File: src/rtl/i2c_target.sv
// ---------------------------------------------------------------------------
// i2c_target
//   I2C target (slave) with a 7-bit address, byte-wide write and read paths.
//   SCL/SDA are synchronised into clk_sys-style domain `clk`; all bus timing
//   is derived from edges of the synchronised lines, so clk must run at
//   least 8x faster than SCL.
//
// Ports
//   clk       in   system clock, all logic on posedge
//   rst_n     in   asynchronous active-low reset
//   scl_in    in   SCL wire level (asynchronous)
//   sda_in    in   SDA wire level (asynchronous)
//   sda_oe    out  1 = pull SDA low, 0 = release (open drain)
//   rx_data   out  last byte written by the controller
//   rx_valid  out  one-clk pulse when rx_data updates
//   tx_data   in   byte returned on the next read byte
//   tx_req    out  one-clk pulse requesting tx_data for the next read byte
//   busy      out  high from START until STOP
//   addr_hit  out  high while addressed (until STOP, repeated START or NACK)
//
// States
//   IDLE      | bus free or not yet seen a START since reset
//   ADDR      | shifting in address byte (7-bit address + R/W)
//   ADDR_ACK  | driving ACK for our address (8th fall .. 9th fall)
//   WR_DATA   | shifting in a write data byte
//   WR_ACK    | driving ACK for a received data byte
//   RD_DATA   | shifting out a read byte, MSB first
//   RD_ACK    | released SDA, sampling controller ACK/NACK at 9th rise
//   WAIT_STOP | not addressed or NACKed; ignore bus until STOP/START
// ---------------------------------------------------------------------------
module i2c_target #(
    parameter logic [6:0] DEV_ADDR = 7'h50
) (
    input  logic       clk,
    input  logic       rst_n,
    input  logic       scl_in,
    input  logic       sda_in,
    output logic       sda_oe,
    output logic [7:0] rx_data,
    output logic       rx_valid,
    input  logic [7:0] tx_data,
    output logic       tx_req,
    output logic       busy,
    output logic       addr_hit
);

    typedef enum logic [2:0] {
        IDLE      = 3'd0,
        ADDR      = 3'd1,
        ADDR_ACK  = 3'd2,
        WR_DATA   = 3'd3,
        WR_ACK    = 3'd4,
        RD_DATA   = 3'd5,
        RD_ACK    = 3'd6,
        WAIT_STOP = 3'd7
    } state_t;

    state_t state_q, state_d;

    // [0] first sync stage, [1] synchronised level, [2] one-clk delayed copy
    logic [2:0] scl_sync_q, scl_sync_d;
    logic [2:0] sda_sync_q, sda_sync_d;

    logic [2:0] cnt_q, cnt_d;
    logic [7:0] shift_q, shift_d;
    logic       sda_oe_q, sda_oe_d;
    logic [7:0] rx_data_q, rx_data_d;
    logic       rx_valid_q, rx_valid_d;
    logic       tx_req_q, tx_req_d;
    logic       busy_q, busy_d;
    logic       addr_hit_q, addr_hit_d;
    logic       rw_q, rw_d;
    // Set at the 9th rise of an ACK slot so the following fall closes the slot.
    logic       phase_q, phase_d;

    logic       scl_s, scl_p, sda_s, sda_p;
    logic       scl_rise, scl_fall, start_det, stop_det;
    logic       last_bit, addr_match;
    logic [7:0] byte_in;

    always_comb begin
        scl_sync_d = {scl_sync_q[1:0], scl_in};
        sda_sync_d = {sda_sync_q[1:0], sda_in};
    end

    assign scl_s = scl_sync_q[1];
    assign scl_p = scl_sync_q[2];
    assign sda_s = sda_sync_q[1];
    assign sda_p = sda_sync_q[2];

    assign scl_rise  = scl_s & ~scl_p;
    assign scl_fall  = ~scl_s & scl_p;
    assign start_det = scl_s & sda_p & ~sda_s;
    assign stop_det  = scl_s & ~sda_p & sda_s;

    assign byte_in    = {shift_q[6:0], sda_s};
    assign last_bit   = (cnt_q == 3'd7);
    assign addr_match = (byte_in[7:1] == DEV_ADDR);

    // State register
    always_ff @(posedge clk or negedge rst_n) begin
        if (!rst_n) begin
            state_q <= IDLE;
        end else begin
            state_q <= state_d;
        end
    end

    // Next-state logic; STOP beats START beats any bit-level event.
    always_comb begin
        state_d = state_q;
        if (stop_det) begin
            state_d = IDLE;
        end else if (start_det) begin
            state_d = ADDR;
        end else begin
            case (state_q)
                ADDR: begin
                    if (scl_rise && last_bit) begin
                        state_d = addr_match ? ADDR_ACK : WAIT_STOP;
                    end
                end
                ADDR_ACK: begin
                    if (scl_fall && phase_q) begin
                        state_d = rw_q ? RD_DATA : WR_DATA;
                    end
                end
                WR_DATA: begin
                    if (scl_rise && last_bit) begin
                        state_d = WR_ACK;
                    end
                end
                WR_ACK: begin
                    if (scl_fall && phase_q) begin
                        state_d = WR_DATA;
                    end
                end
                RD_DATA: begin
                    if (scl_rise && last_bit) begin
                        state_d = RD_ACK;
                    end
                end
                RD_ACK: begin
                    if (scl_rise && sda_s) begin
                        state_d = WAIT_STOP;
                    end else if (scl_fall && phase_q) begin
                        state_d = RD_DATA;
                    end
                end
                default: state_d = state_q;
            endcase
        end
    end

    // Datapath and output logic. sda_oe only moves on a detected SCL fall,
    // except for the release forced by START/STOP.
    always_comb begin
        cnt_d      = cnt_q;
        shift_d    = shift_q;
        sda_oe_d   = sda_oe_q;
        rx_data_d  = rx_data_q;
        rx_valid_d = 1'b0;
        tx_req_d   = 1'b0;
        busy_d     = busy_q;
        addr_hit_d = addr_hit_q;
        rw_d       = rw_q;
        phase_d    = phase_q;

        if (stop_det) begin
            sda_oe_d   = 1'b0;
            busy_d     = 1'b0;
            addr_hit_d = 1'b0;
            cnt_d      = 3'd0;
            phase_d    = 1'b0;
        end else if (start_det) begin
            sda_oe_d   = 1'b0;
            busy_d     = 1'b1;
            addr_hit_d = 1'b0;
            cnt_d      = 3'd0;
            phase_d    = 1'b0;
        end else begin
            case (state_q)
                ADDR: begin
                    if (scl_rise) begin
                        shift_d = byte_in;
                        cnt_d   = cnt_q + 3'd1;
                        if (last_bit && addr_match) begin
                            addr_hit_d = 1'b1;
                            rw_d       = byte_in[0];
                        end
                    end
                end
                ADDR_ACK, WR_ACK: begin
                    if (scl_rise) begin
                        phase_d = 1'b1;
                        if (state_q == ADDR_ACK && rw_q) begin
                            tx_req_d = 1'b1;
                        end
                    end else if (scl_fall) begin
                        if (!phase_q) begin
                            sda_oe_d = 1'b1;
                        end else begin
                            phase_d = 1'b0;
                            cnt_d   = 3'd0;
                            if (state_q == ADDR_ACK && rw_q) begin
                                shift_d  = tx_data;
                                sda_oe_d = ~tx_data[7];
                            end else begin
                                sda_oe_d = 1'b0;
                            end
                        end
                    end
                end
                WR_DATA: begin
                    if (scl_rise) begin
                        shift_d = byte_in;
                        cnt_d   = cnt_q + 3'd1;
                        if (last_bit) begin
                            rx_data_d  = byte_in;
                            rx_valid_d = 1'b1;
                        end
                    end
                end
                RD_DATA: begin
                    if (scl_rise) begin
                        cnt_d = cnt_q + 3'd1;
                    end else if (scl_fall) begin
                        shift_d  = {shift_q[6:0], 1'b0};
                        sda_oe_d = ~shift_q[6];
                    end
                end
                RD_ACK: begin
                    if (scl_rise) begin
                        if (sda_s) begin
                            addr_hit_d = 1'b0;
                            sda_oe_d   = 1'b0;
                        end else begin
                            tx_req_d = 1'b1;
                            phase_d  = 1'b1;
                        end
                    end else if (scl_fall) begin
                        if (!phase_q) begin
                            sda_oe_d = 1'b0;
                        end else begin
                            phase_d  = 1'b0;
                            cnt_d    = 3'd0;
                            shift_d  = tx_data;
                            sda_oe_d = ~tx_data[7];
                        end
                    end
                end
                default: begin
                    sda_oe_d = 1'b0;
                end
            endcase
        end
    end

    always_ff @(posedge clk or negedge rst_n) begin
        if (!rst_n) begin
            scl_sync_q <= 3'b111;
            sda_sync_q <= 3'b111;
            cnt_q      <= 3'd0;
            shift_q    <= 8'h00;
            sda_oe_q   <= 1'b0;
            rx_data_q  <= 8'h00;
            rx_valid_q <= 1'b0;
            tx_req_q   <= 1'b0;
            busy_q     <= 1'b0;
            addr_hit_q <= 1'b0;
            rw_q       <= 1'b0;
            phase_q    <= 1'b0;
        end else begin
            scl_sync_q <= scl_sync_d;
            sda_sync_q <= sda_sync_d;
            cnt_q      <= cnt_d;
            shift_q    <= shift_d;
            sda_oe_q   <= sda_oe_d;
            rx_data_q  <= rx_data_d;
            rx_valid_q <= rx_valid_d;
            tx_req_q   <= tx_req_d;
            busy_q     <= busy_d;
            addr_hit_q <= addr_hit_d;
            rw_q       <= rw_d;
            phase_q    <= phase_d;
        end
    end

    assign sda_oe   = sda_oe_q;
    assign rx_data  = rx_data_q;
    assign rx_valid = rx_valid_q;
    assign tx_req   = tx_req_q;
    assign busy     = busy_q;
    assign addr_hit = addr_hit_q;

endmodule

File: config.mk
export PLATFORM = sky130hd
export DESIGN_NAME = i2c_target
export DESIGN_NICKNAME = d
export VERILOG_FILES = /design/src/rtl/i2c_target.sv
export SDC_FILE = /design/constraint.sdc
export NUM_CORES = 1
export LEC_CHECK = 0
export CAP_MARGIN = 20
export CORE_UTILIZATION = 28
export DETAILED_ROUTE_END_ITERATION = 6
export GPL_ROUTABILITY_DRIVEN = 0
export GPL_TIMING_DRIVEN = 0
export MAX_ROUTING_LAYER = met4
export PLACE_DENSITY_LB_ADDON = 0.12
export SLEW_MARGIN = 20
export SYNTH_ARGS = -nofsm -noshare
export SYNTH_HDL_FRONTEND = slang
export SYNTH_SLANG_ARGS = --single-unit
File: constraint.sdc
create_clock -name clk -period 2.61 [get_ports clk]
set_clock_uncertainty 0.15 [all_clocks]
set_input_delay 0.522 -clock clk [delete_from_list [all_inputs] [get_ports clk]]
set_output_delay 0.522 -clock clk [all_outputs]
set_load 0.05 [all_outputs]
==> metrics, run 1 <==
status complete, no violations; fin util between 30% and 40%; setup repair after global routing missed its margin false; Pwr Density approximately 570 nW/um2; most common cell in the netlist dfrtp_1; R2R depth 5; largest fanout on the critical path 10; Worst-path clk slew around 0.07 ns; Final nets ~220; number of I/O port buffers 24; top_reg_cell synth dfrtp_1; multi-input logic area 890 um2; worst slew pin tran between 0.8 and 0.9 ns; diodes inserted 0; R2R setup slack roughly 0.16 ns; fill cell count 609; most frequent cells after synthesis dfrtp_1 (28), mux2_2 (21), a21oi_1 (14); Post-Layout Cell Count roughly 280; CTS max path bufs 2; vias in the first global route around 1.4k; Die X 82.3 um; Setup TNS Final 0 ns; initial antenna violation count 0; die height between 80 and 90 um; Global Route Usage Sum ~15%; Setup Fix Bufs, Post-CTS 0; final setup violation count 0; critical path endpoint category register; CTS root buffer clkbuf_8; share of cells above drive strength 1 a little over a fifth; FF+latch area approximately 860 um2; via count about 1.4k; total grt overflow 0; Setup crit start kind register; hold crit path type input pin to async pin; pin count of the biggest net entering global routing 19; Hold Violations, Final 0; core box area between 6000 and 7000 um2; initial core utilization 29.8%; total placed cells including tap cells 271; clk sinks 34; total of max-cap violations 0; Fin Hold WS between 0.02 and 0.03 ns; Worst EP arrival approximately 2.5 ns; final slew viol count 0; Max IR drop VDD 0.000233 V; DRT antenna net count 0; largest stage delay on the critical path ~0.63 ns; DR vias/cell between 5 and 6; post-synth top area cell dfrtp_1; TritonCTS buffer count 5; initial drt markers about 110; Clock Latency Late Sink 0.28 ns; CTS tree yes; Crit Reg-Reg Startpoint scl_sync_q[1]; Final min period approximately 2.4 ns; crit path cell chain ha_1 -> buf_2 -> nand2_4 -> nor4_4 -> mux2_2; FF-to-FF End rx_data[4]; first-pass GRT wire length just over 7000 um; aggregate routed wire length around 4300 um; DR WL/cell between 15 and 20 um; post-synthesis register bit count 34; Leakage around 1 nW; Synth area leaders dfrtp_1 (39%), mux2_2 (13%), dfstp_2 (8.7%), a21oi_1 (3.9%), ha_1 (2.8%); Syn Inst Count 171; drt pass-1 iters 4; Syn-to-layout area delta 24.8%; Synth async-reset ratio 100%; Max-slew headroom a little over two fifths; Synth top area share between 30% and 40%; Unique masters post-synth 43; DRC 0; Ports 25; fmax 408 MHz; Ys Warns 0; Final period util between 90% and 100%; Mapped Area around 1800 um2; Setup CP Type register to register; Post-synth EDFFs 0; CP max-delay cell dfstp_2; Seq/Total Area, Yosys between 40% and 50%; syn_area_per_cell 10.6 um2; Mapped Nets approximately 190; H-tree Lvls 2; num rows 28; WP data required 2.63 ns; die area 6770 um2; dpl hpwl around 3200 um
## worst max-delay path by stage
stage / slack [ns] / from / to / depth (start not counted)
after floorplan: 0.49 / scl_sync_q[1] / rx_data[0] / 5
after global placement: 0.06 / scl_sync_q[1] / rx_data[4] / 5
after detailed placement: 0.09 / scl_sync_q[1] / rx_data[3] / 5
after CTS: 0.08 / scl_sync_q[1] / rx_data[3] / 5
after global routing: 0.02 / scl_sync_q[1] / rx_data[6] / 5
final: 0.16 / scl_sync_q[1] / rx_data[4] / 5
## state kept, by name, indices dropped and copies added (netlist names), 3 cells and up
| name | flops |
|---|---|
| rx_data | 8 |
| sda_sync_q | 3 |
| shift_q | 7 |
| cnt_q | 3 |
| scl_sync_q | 3 |
| state_q | 3 |
## timing repair
item | in CTS | in global routing
hold buffers | 0 | 0
gates resized for setup | 0 | 0
endpoints found under the hold margin | 0 | 0
endpoints found under the setup margin | 0 | 8
## worst max-delay path, delay by kind of cell (launching register included)
kind                       cells  cell delay, ns
and+or+nand+nor                2            0.68
DFF                            1            0.63
muxes                          1            0.41
buffers and inverters          1            0.25
adders and majority gates      1            0.21
## cells in the final DEF, fill, tap and decap left out, types with 6 or more instances in the layout
| master | count |
|---|---|
| dfstp_2 | 6 |
| a21oi_1 | 14 |
| mux2_2 | 21 |
| clkbuf_8 | 6 |
| nor2_1 | 9 |
| nand2_1 | 9 |
| inv_1 | 8 |
| dfrtp_1 | 28 |
| o21ai_0 | 9 |
| clkdlybuf4s50_1 | 23 |
## through the flow
step | instance area, um2 | worst slack, ns | power, W
floorplan | 1810 | 0.489 | 0.000797
global route | 2250 | 0.0195 | 0.00134
detailed placement | 2160 | 0.0886 | 0.000881
finish | 2250 | 0.162 | 0.00128
CTS | 2250 | 0.0778 | 0.00129
global placement | 2140 | 0.0599 | 0.000872
## layer usage
layer | vias up | wire length, um | share of wire (%) | global-route usage, %
li1 | 688 | - | - | -
met1 | 694 | 2120 | 49 | 19.1
met2 | 35 | 1990 | 46 | 22.2
met3 | 2 | 191 | 4.4 | 3.41
met4 | 0 | 21 | 0.49 | 4.91
met5 | - | 0 | 0 | -
## power breakdown
part / leakage, nW / switching, W / total (W) / internal (W)
sequential: 0.435 / 0.0000669 / 0.000663 / 0.000596
clock: 0.0482 / 0.000191 / 0.000404 / 0.000213
combinational: 0.488 / 0.0000927 / 0.000209 / 0.000116
total: 0.971 / 0.000351 / 0.00128 / 0.000925
## cell families after synthesis
logic type	Yosys count	synth area share, %
AO/OA/AOI/OAI	45	16.0
XOR/XNOR	1	0.485
adder cells (fa/ha/maj)	4	2.77
buffers and inverters	14	3.19
flip-flops	34	47.5
multiplexers	23	14.2
AND/OR/NAND/NOR	50	15.8
## cell type report
cell class / count / area share (%)
multi-input cells: 123 / 39.5
clock buffers: 7 / 3.83
plain buffers: 6 / 1.22
well taps: 75 / 4.16
flip-flops and latches: 34 / 38.1
clock inverters: 1 / 0.222
inverters: 8 / 1.33
repair buffers: 25 / 11.7
(Power assumes the default switching activity.)
==> run 2, diff against run 1 <==
--- a/config.mk
+++ b/config.mk
@@ -6,6 +6,7 @@
 export NUM_CORES = 1
 export LEC_CHECK = 0
 export CAP_MARGIN = 20
+export CORE_ASPECT_RATIO = 1.1
 export CORE_UTILIZATION = 28
 export DETAILED_ROUTE_END_ITERATION = 6
 export GPL_ROUTABILITY_DRIVEN = 0
==> run 2 against run 1 <==
  * Non-clock buffer count did not move
  * Setup slack better by 0.039 ns
  * Clock power about the same
  * Sequential power hardly changed
  * Power is 0.19% lower
  * Critical endpoint unchanged
  * Largest power group unchanged
==> metrics, run 2 (synthesized netlist as in run 1, its figures left out) <==
drt pass-1 iters 4; total grt overflow 0; Global Route Usage Sum about 14%; largest fanout on the critical path 10; Hold Violations, Final 0; post_cts resized 0; Setup TNS Final 0 ns; DR WL/cell 15.1 um; Max-slew headroom slightly below 40%; Setup CP Type register to register; Worst-path clk slew about 0.070 ns; most common cell after layout, fill and taps aside dfrtp_1; status complete, no violations; flip-flop count of the largest register after layout 8; die height roughly 86 um; CTS max path bufs 2; number of I/O port buffers 24; Final nets about 220; via count between 1k and 1.5k; hold crit path type input pin to async pin; Syn-to-layout area delta 25.1%; aggregate routed wire length between 4000 and 5000 um; Final period util approximately 92%; initial antenna violation count 0; first-pass GRT wire length 7170 um; Worst EP arrival about 2.4 ns; initial core utilization between 20 and 30%; DRC 0; total of max-cap violations 0; core box area 6190 um2; Pwr Density 564 nW/um2; R2R depth 5; vias in the first global route about 1.4k; H-tree Lvls 2; largest stage delay on the critical path 0.62 ns; Clock Latency Late Sink roughly 0.29 ns; critical path endpoint category register; Crit Reg-Reg Startpoint scl_sync_q[1]; cell area after placement 2170 um2; multi-input logic area roughly 890 um2; initial drt markers 75; most frequent cells in the layout dfrtp_1 (28), clkdlybuf4s50_1 (23), mux2_2 (21); num rows 30; DR vias/cell 5.05; launch point of the worst path scl_sync_q[1]; final setup violation count 0; dpl hpwl between 3000 and 4000 um; Ports 25; Max IR drop VDD between 0.0002 and 0.0003 V; clk sinks 34; CTS tree yes; worst slew pin tran 0.902 ns; diodes inserted 0; Final Instance Area between 2000 and 2500 um2; TritonCTS buffer count 5; die area roughly 6800 um2; Final min period about 2.4 ns; FF+latch area 858 um2; setup repair after global routing missed its margin false; WP data required 2.63 ns; crit path cell chain ha_1 -> buf_2 -> nand2_4 -> nor4_4 -> mux2_2; fill cell count between 600 and 700; fmax roughly 420 MHz; DRT antenna net count 0; CTS root buffer clkbuf_8; Setup crit start kind register; Die X 78.6 um; final slew viol count 0; share of cells above drive strength 1 a little over a fifth; Leakage 0.968 nW; pin count of the biggest net entering global routing 21; CP max-delay cell dfstp_2
[run 2: changes by cell type in the layout (fill, tap and decap cells not counted)]
cell	previous run	this run
clkbuf_1	3	4
clkinv_2	1	0
[run 2: layout make-up]
type                            instances  share of cell area, %
Buffer                                  6                   1.22
Clock buffer                            8                   3.99
Inverter                                8                   1.33
Multi-Input combinational cell        123                   39.4
Sequential cell                        34                   38.0
Tap cell                               80                   4.43
Timing Repair Buffer                   25                   11.6
[run 2: worst paths after layout]
kind,slack (ns),endpoint
worst max-delay path,0.20,rx_data[4]
worst min-delay path,0.003,state_q[1]
worst max register to register,0.20,rx_data[4]
worst min register to register,0.20,sda_sync_q[1]
max in group asynchronous,1.79,scl_sync_q[2]
min in group clk,0.20,sda_sync_q[1]
[run 2: metrics by stage]
stage                     setup WS [ns]  utilization [%]  total power, W  hold slack (ns)  cells
final                             0.201             36.5         0.00127          0.00296    284
after global routing             0.0565             36.5         0.00135           0.0290    284
after CTS                         0.100             36.5         0.00130           0.0160    284
after detailed placement         0.0987             35.0        0.000883            0.197    276
after global placement           0.0912             34.6        0.000871            0.198    275
after floorplan                   0.489                -        0.000797           0.0764    171
[run 2: power breakdown]
part	switching, W	total [W]	internal (W)
combinational	0.0000927	0.000209	0.000116
clock	0.000186	0.000401	0.000215
sequential	0.0000676	0.000664	0.000596
total	0.000346	0.00127	0.000928
[run 2: what timing repair did]
action / in CTS / in global routing
setup buffers: 0 / 0
endpoints found under the setup margin: 0 / 6
hold buffers: 0 / 0
hold endpoints to repair: 0 / 0
[run 2: per-layer routing]
layer	wire length (um)	GRT usage, %	vias up
met5	0	-	-
met4	146	7.07	0
met3	208	2.74	12
met2	2020	22.6	48
met1	1910	17.4	682
li1	-	-	691
[run 2: worst max-delay path: cells and delay by family (launching register included)]
| kind | cells | cell delay [ns] |
|---|---|---|
| and+or+nand+nor | 2 | 0.64 |
| adders and majority gates | 1 | 0.21 |
| muxes | 1 | 0.41 |
| buffers and inverters | 1 | 0.26 |
| DFF | 1 | 0.62 |
